`config.mk`:
```
export PLATFORM = sky130hd
export DESIGN_NAME = adsr_envelope
export DESIGN_NICKNAME = d
export VERILOG_FILES = /design/src/rtl/adsr_envelope.sv
export SDC_FILE = /design/constraint.sdc
export NUM_CORES = 1
export LEC_CHECK = 0
export BUFFER_PORTS_ARGS = -buffer_cell sky130_fd_sc_hd__buf_2
export CAP_MARGIN = 20
export CORE_UTILIZATION = 42
export CTS_CLUSTER_DIAMETER = 30
export DETAILED_ROUTE_END_ITERATION = 8
export PLACE_DENSITY = 0.63
export RECOVER_POWER = 100
export SLEW_MARGIN = 25
export SYNTH_ARGS = -nofsm -noshare
export SYNTH_HDL_FRONTEND = slang
export SYNTH_SLANG_ARGS = --single-unit
```
`constraint.sdc`:
```
create_clock -name clk -period 4.5 [get_ports clk]
set_input_delay 0.225 -clock clk [delete_from_list [all_inputs] [get_ports clk]]
set_output_delay 0.225 -clock clk [all_outputs]
set_load 0.005 [all_outputs]
```
`src/rtl/adsr_envelope.sv`:
```
// ADSR envelope generator: shapes a 10-bit amplitude from a note gate,
// updating on a fixed-rate tick derived from the system clock.
module adsr_envelope #(
    parameter int CLKSPEED = 48_000_000,
    parameter int TICK_HZ  = 48_000,
    parameter int AMP_W    = 10
) (
    input  logic             clk,
    input  logic             rst,
    input  logic             gate,
    input  logic [7:0]       attack_rate,
    input  logic [7:0]       decay_rate,
    input  logic [AMP_W-1:0] sustain_level,
    input  logic [7:0]       release_rate,
    output logic [AMP_W-1:0] amp,
    output logic [2:0]       stage,
    output logic             busy
);

    localparam int DIV   = CLKSPEED / TICK_HZ;
    localparam int CNT_W = (DIV > 1) ? $clog2(DIV) : 1;
    localparam logic [CNT_W-1:0] TC      = CNT_W'(DIV - 1);
    localparam logic [AMP_W-1:0] AMP_MAX = '1;
    localparam logic signed [AMP_W+1:0] ZERO = '0;

    typedef enum logic [2:0] {
        IDLE    = 3'd0,
        ATTACK  = 3'd1,
        DECAY   = 3'd2,
        SUSTAIN = 3'd3,
        RELEASE = 3'd4
    } state_t;

    state_t           state;
    logic [CNT_W-1:0] cnt;
    logic             tick;
    logic             g1, g2, g3;
    logic             rise, fall;

    logic        [AMP_W:0]   attack_sum;
    logic signed [AMP_W+1:0] decay_diff;
    logic signed [AMP_W+1:0] release_diff;
    logic signed [AMP_W+1:0] sustain_ext;

    // Free-running divider; gate activity never restarts it.
    always_ff @(posedge clk or posedge rst) begin
        if (rst) begin
            cnt <= '0;
        end else if (tick) begin
            cnt <= '0;
        end else begin
            cnt <= cnt + 1'b1;
        end
    end

    assign tick = (cnt == TC);

    always_ff @(posedge clk or posedge rst) begin
        if (rst) begin
            g1 <= 1'b0;
            g2 <= 1'b0;
            g3 <= 1'b0;
        end else begin
            g1 <= gate;
            g2 <= g1;
            g3 <= g2;
        end
    end

    assign rise = g2 & ~g3;
    assign fall = ~g2 & g3;

    // Subtractions are signed and two bits wider so a large rate cannot wrap.
    assign attack_sum   = {1'b0, amp} + {{(AMP_W-7){1'b0}}, attack_rate};
    assign decay_diff   = $signed({2'b00, amp}) - $signed({{(AMP_W-6){1'b0}}, decay_rate});
    assign release_diff = $signed({2'b00, amp}) - $signed({{(AMP_W-6){1'b0}}, release_rate});
    assign sustain_ext  = $signed({2'b00, sustain_level});

    always_ff @(posedge clk or posedge rst) begin
        if (rst) begin
            state <= IDLE;
            amp   <= '0;
            busy  <= 1'b0;
        end else if (rise && (state == IDLE || state == RELEASE)) begin
            state <= ATTACK;
            busy  <= 1'b1;
        end else if (fall && (state == ATTACK || state == DECAY || state == SUSTAIN)) begin
            state <= RELEASE;
            busy  <= 1'b1;
        end else if (tick) begin
            case (state)
                IDLE: begin
                    amp <= '0;
                end
                ATTACK: begin
                    if (attack_rate == 8'd0 || attack_sum >= {1'b0, AMP_MAX}) begin
                        amp   <= AMP_MAX;
                        state <= DECAY;
                    end else begin
                        amp <= attack_sum[AMP_W-1:0];
                    end
                end
                DECAY: begin
                    if (amp <= sustain_level || decay_rate == 8'd0 || decay_diff <= sustain_ext) begin
                        amp   <= sustain_level;
                        state <= SUSTAIN;
                    end else begin
                        amp <= decay_diff[AMP_W-1:0];
                    end
                end
                SUSTAIN: begin
                    amp <= sustain_level;
                end
                RELEASE: begin
                    if (release_rate == 8'd0 || release_diff <= ZERO) begin
                        amp   <= '0;
                        state <= IDLE;
                        busy  <= 1'b0;
                    end else begin
                        amp <= release_diff[AMP_W-1:0];
                    end
                end
                default: begin
                    amp   <= '0;
                    state <= IDLE;
                    busy  <= 1'b0;
                end
            endcase
        end
    end

    assign stage = state;

endmodule

```
==> key figures <==
Logic synthesis
  • Summed instance area of the synthesized netlist: 3430 um^2
  • Share of synthesized flip-flops with an asynchronous set or reset: 100%
  • Library cell with the highest instance count after synthesis: inv_1
  • Top_reg_cell synth: dfrtp_1
  • Synthesized net count: between 500 and 600
  • Leading cell types by total area after synthesis: dfrtp_1 20%, ha_1 16%, inv_1 5.2%, xnor2_1 4.8%, o21ai_0 3.8%
  • Count of flip-flops with a built-in enable after synthesis: 0
  • Count of warnings emitted by yosys: 0
  • Flops & latches, synth: 27
  • Most frequent cells after synthesis: 48 x inv_1, 45 x ha_1, 30 x nor2_1
  • Sequential-to-total area share from yosys stat: 19.7%
  • Area fraction of the dominant cell type after synthesis: 19.7%
  • Post-synth top area cell: dfrtp_1
  • Avg Cell Area, Syn: 7.95 um^2
  • Post-synth cell types: 66
  • Count of mapped cells out of synthesis: 432

Global route
  • Antenna violations before repair: 0
  • Wire length of the first global-routing pass: 16500 um
  • Maximum number of pins on one net before global-route repair: 28
  • All-layer global routing usage: 24.3%
  • Number of global-route vias before repair: roughly 3.4k
  • Final global-route overflow total: 0

Detailed routing
  • Via total after detailed routing: 3481
  • Wire per inst: 17.0 um
  • Vias per Instance: between 5 and 6
  • First DRT Iteration DRCs: 189
  • Detailed Route WL: 10000 um
  • Detailed Routing Iterations Pass 1: 5
  • Post-route ant nets: 0
  • Remaining DRCs: 0

Critical path
  • Logic depth of the worst setup path including buffers: 17
  • Data required time at the worst endpoint: 4660 ps
  • Critical Path Source Type: flop
  • Setup slack, reg-to-reg: 400 ps
  • Setup crit end kind: flop
  • Reg-to-reg critical path startpoint: amp[0]$_DFFE_PP0P_
  • Number of buffers and inverters on the critical path: 1
  • Highest cell delay on the worst timing path: 410 ps
  • List of cells traversed by the critical path: inv_1, ha_1, fa_1, nor2b_1, o31a_1, o211a_1, nor2_1, xnor2_1, ha_1, o21ai_0, a22oi_1, o31ai_1, or2_2, nor4_2, mux2_2, a221oi_1, o21ai_0
  • Number of cells on the worst reg-to-reg path: 17
  • Max Fanout on Critical Path: 4
  • Reg2reg end: amp[9]$_DFFE_PP0P_
  • Slowest stage cell, crit path: fa_1
  • Crit Path Category: reg -> reg
  • Family of cells with the greatest summed delay on the critical path: compound AO/OA/AOI/OAI gates
  • Arr. time, crit path: 4270 ps

STA
  • Shortest period the worst path allows: 4100 ps
  • Setup repair after global routing missed its margin: false
  • Setup tns final: 0 ps
  • Final number of max-transition violations: 0
  • Setup violators final: 0
  • Worst max-slew margin expressed relative to the limit: 29.0%
  • Share of the clock period used by the worst path: 91.2%
  • F_max: 244 MHz
  • Slew at the pin closest to its max-slew limit: 1060 ps
  • Hold Vio Cnt, Final: 0
  • Final clock skew: 3.23 ps

Floorplanning
  • Effective utilization at floorplan: 44.0%
  • Total core area: a little under 8000 um^2
  • Die area: 8540 um^2
  • Standard-cell rows: 32
  • Overall die height: 92.4 um
  • Number of top-level design ports: 51
  • Die Width: between 90 and 100 um

CTS
  • CTS H-Tree Depth: 1
  • Total of hold buffers inserted after clock tree synthesis: 0
  • Cell chosen for the clock root: clkbuf_8
  • Maximum count of clock buffers along a single path: 2
  • Setup Buffers After CTS: 0
  • Post_cts resized: 0
  • Clock edge transition at the registers on the reported setup and hold paths: 100 ps
  • Sinks on Clock Net: 27
  • TritonCTS clock tree: built
  • Clock latency reported for the late side of the worst-skew pair: 280 ps
  • Total CTS buffers: 3

Run status
  • Result of the run: finished clean

Placed design
  • Number of placed instances, taps included: 586
  • Count of input and output buffers: 50
  • HPWL after detailed placement: 8220 um
  • Final GP Congestion: 0.950

Finish
  • Layout cell share with drive strength beyond 1: 14.1%
  • N_diodes: 0
  • Filler-free cell count of the finished design: 590
  • Final net count: ~570
  • Number of fill cells in the layout: 785
  • Layout area overhead: 11.8%

Power and ir drop
  • VDD IR max: between 0.15 and 0.2 mV
  • Power density over the cells: 213 nW/um^2
  • Reported leakage power: approximately 1.8 nW

Hold path
  • Startpoint of the lowest-slack hold path: gate
  • Worst hold stages: 1
  • Hold Path End: g1$_DFF_PP0_
  • Hold Crit Class: in -> reg

Flow run
  • Number of max-capacitance violations reported: 0
-- how the worst max path moves through the flow --
stage,start,to
after floorplan,amp[0]$_DFFE_PP0P_,amp[9]$_DFFE_PP0P_
after global placement,amp[0]$_DFFE_PP0P_,amp[9]$_DFFE_PP0P_
after detailed placement,amp[0]$_DFFE_PP0P_,amp[9]$_DFFE_PP0P_
after CTS,amp[0]$_DFFE_PP0P_,amp[9]$_DFFE_PP0P_
after global routing,amp[0]$_DFFE_PP0P_,amp[9]$_DFFE_PP0P_
final,amp[0]$_DFFE_PP0P_,amp[9]$_DFFE_PP0P_
-- cell usage in the layout, fill, tap and decap left out, drive strengths merged, types with 5 or more instances in the layout --
cell | synthesis | layout
a211oi | 5 | 5
a21oi | 23 | 23
a22oi | 6 | 6
a31oi | 6 | 6
buf | 4 | 50
clkbuf | 2 | 12
dfrtp | 27 | 27
ha | 45 | 45
inv | 48 | 48
nand2 | 29 | 29
nand2b | 10 | 10
nand3 | 21 | 21
nor2 | 30 | 30
nor2b | 5 | 5
nor3 | 11 | 11
nor4 | 10 | 10
o21a | 13 | 13
o21ai | 29 | 29
o221ai | 8 | 8
o31ai | 5 | 5
or2 | 7 | 7
or3 | 5 | 5
xnor2 | 19 | 19
xor2 | 8 | 8
-- report_power, final --
| part | total (mW) | leakage [nW] | switching [mW] | internal (mW) |
|---|---|---|---|---|
| combinational | 0.375 | 1.41 | 0.212 | 0.162 |
| sequential | 0.293 | 0.324 | 0.0387 | 0.255 |
| clock | 0.149 | 0.0217 | 0.0860 | 0.0630 |
| total | 0.817 | 1.75 | 0.337 | 0.480 |
-- state kept, by name, indices dropped and copies added, names as in the netlist --
signal,flops
amp,10
stage,3
g2,1
busy,1
g3,1
cnt,10
g1,1
-- area by class of cell --
type	instances	area (um^2)	share of cell area, %
Sequential cell	27	676	17.6
Timing Repair Buffer	59	287	7.46
Clock buffer	3	41.3	1.08
Tap cell	102	128	3.32
Inverter	48	180	4.69
Multi-Input combinational cell	350	2520	65.7
Clock inverter	1	7.51	0.196
-- stage by stage --
stage	cell area, um^2	utilization, %	total power [mW]	hold WS (ps)	worst slack, ps
after detailed placement	3840	49.2	0.668	337	429
after CTS	3890	49.8	0.820	24.3	400
final	3840	49.2	0.817	46.0	397
after global routing	3840	49.2	0.880	38.0	109
after global placement	3840	49.2	0.667	337	546
after floorplan	3430	-	0.568	256	651
-- cell families after synthesis --
kind of cell	share of synthesized area (%)
and+or+nand+nor	20.9
DFF	19.7
adders and majority gates	18.1
xor gates and xnor gates	6.89
buffers and inverters	6.41
muxes	0.947
AOI/OAI and AO/OA	27.1
-- per-layer routing --
layer | vias to the layer above | global-route usage [%] | routed length, um
met5 | - | 0 | 0
met4 | 0 | 6.51 | 140
met3 | 18 | 2.22 | 480
met2 | 115 | 43.4 | 4800
met1 | 1630 | 31.1 | 4610
li1 | 1718 | - | -
No activity file was read; power rests on OpenSTA's default activity.
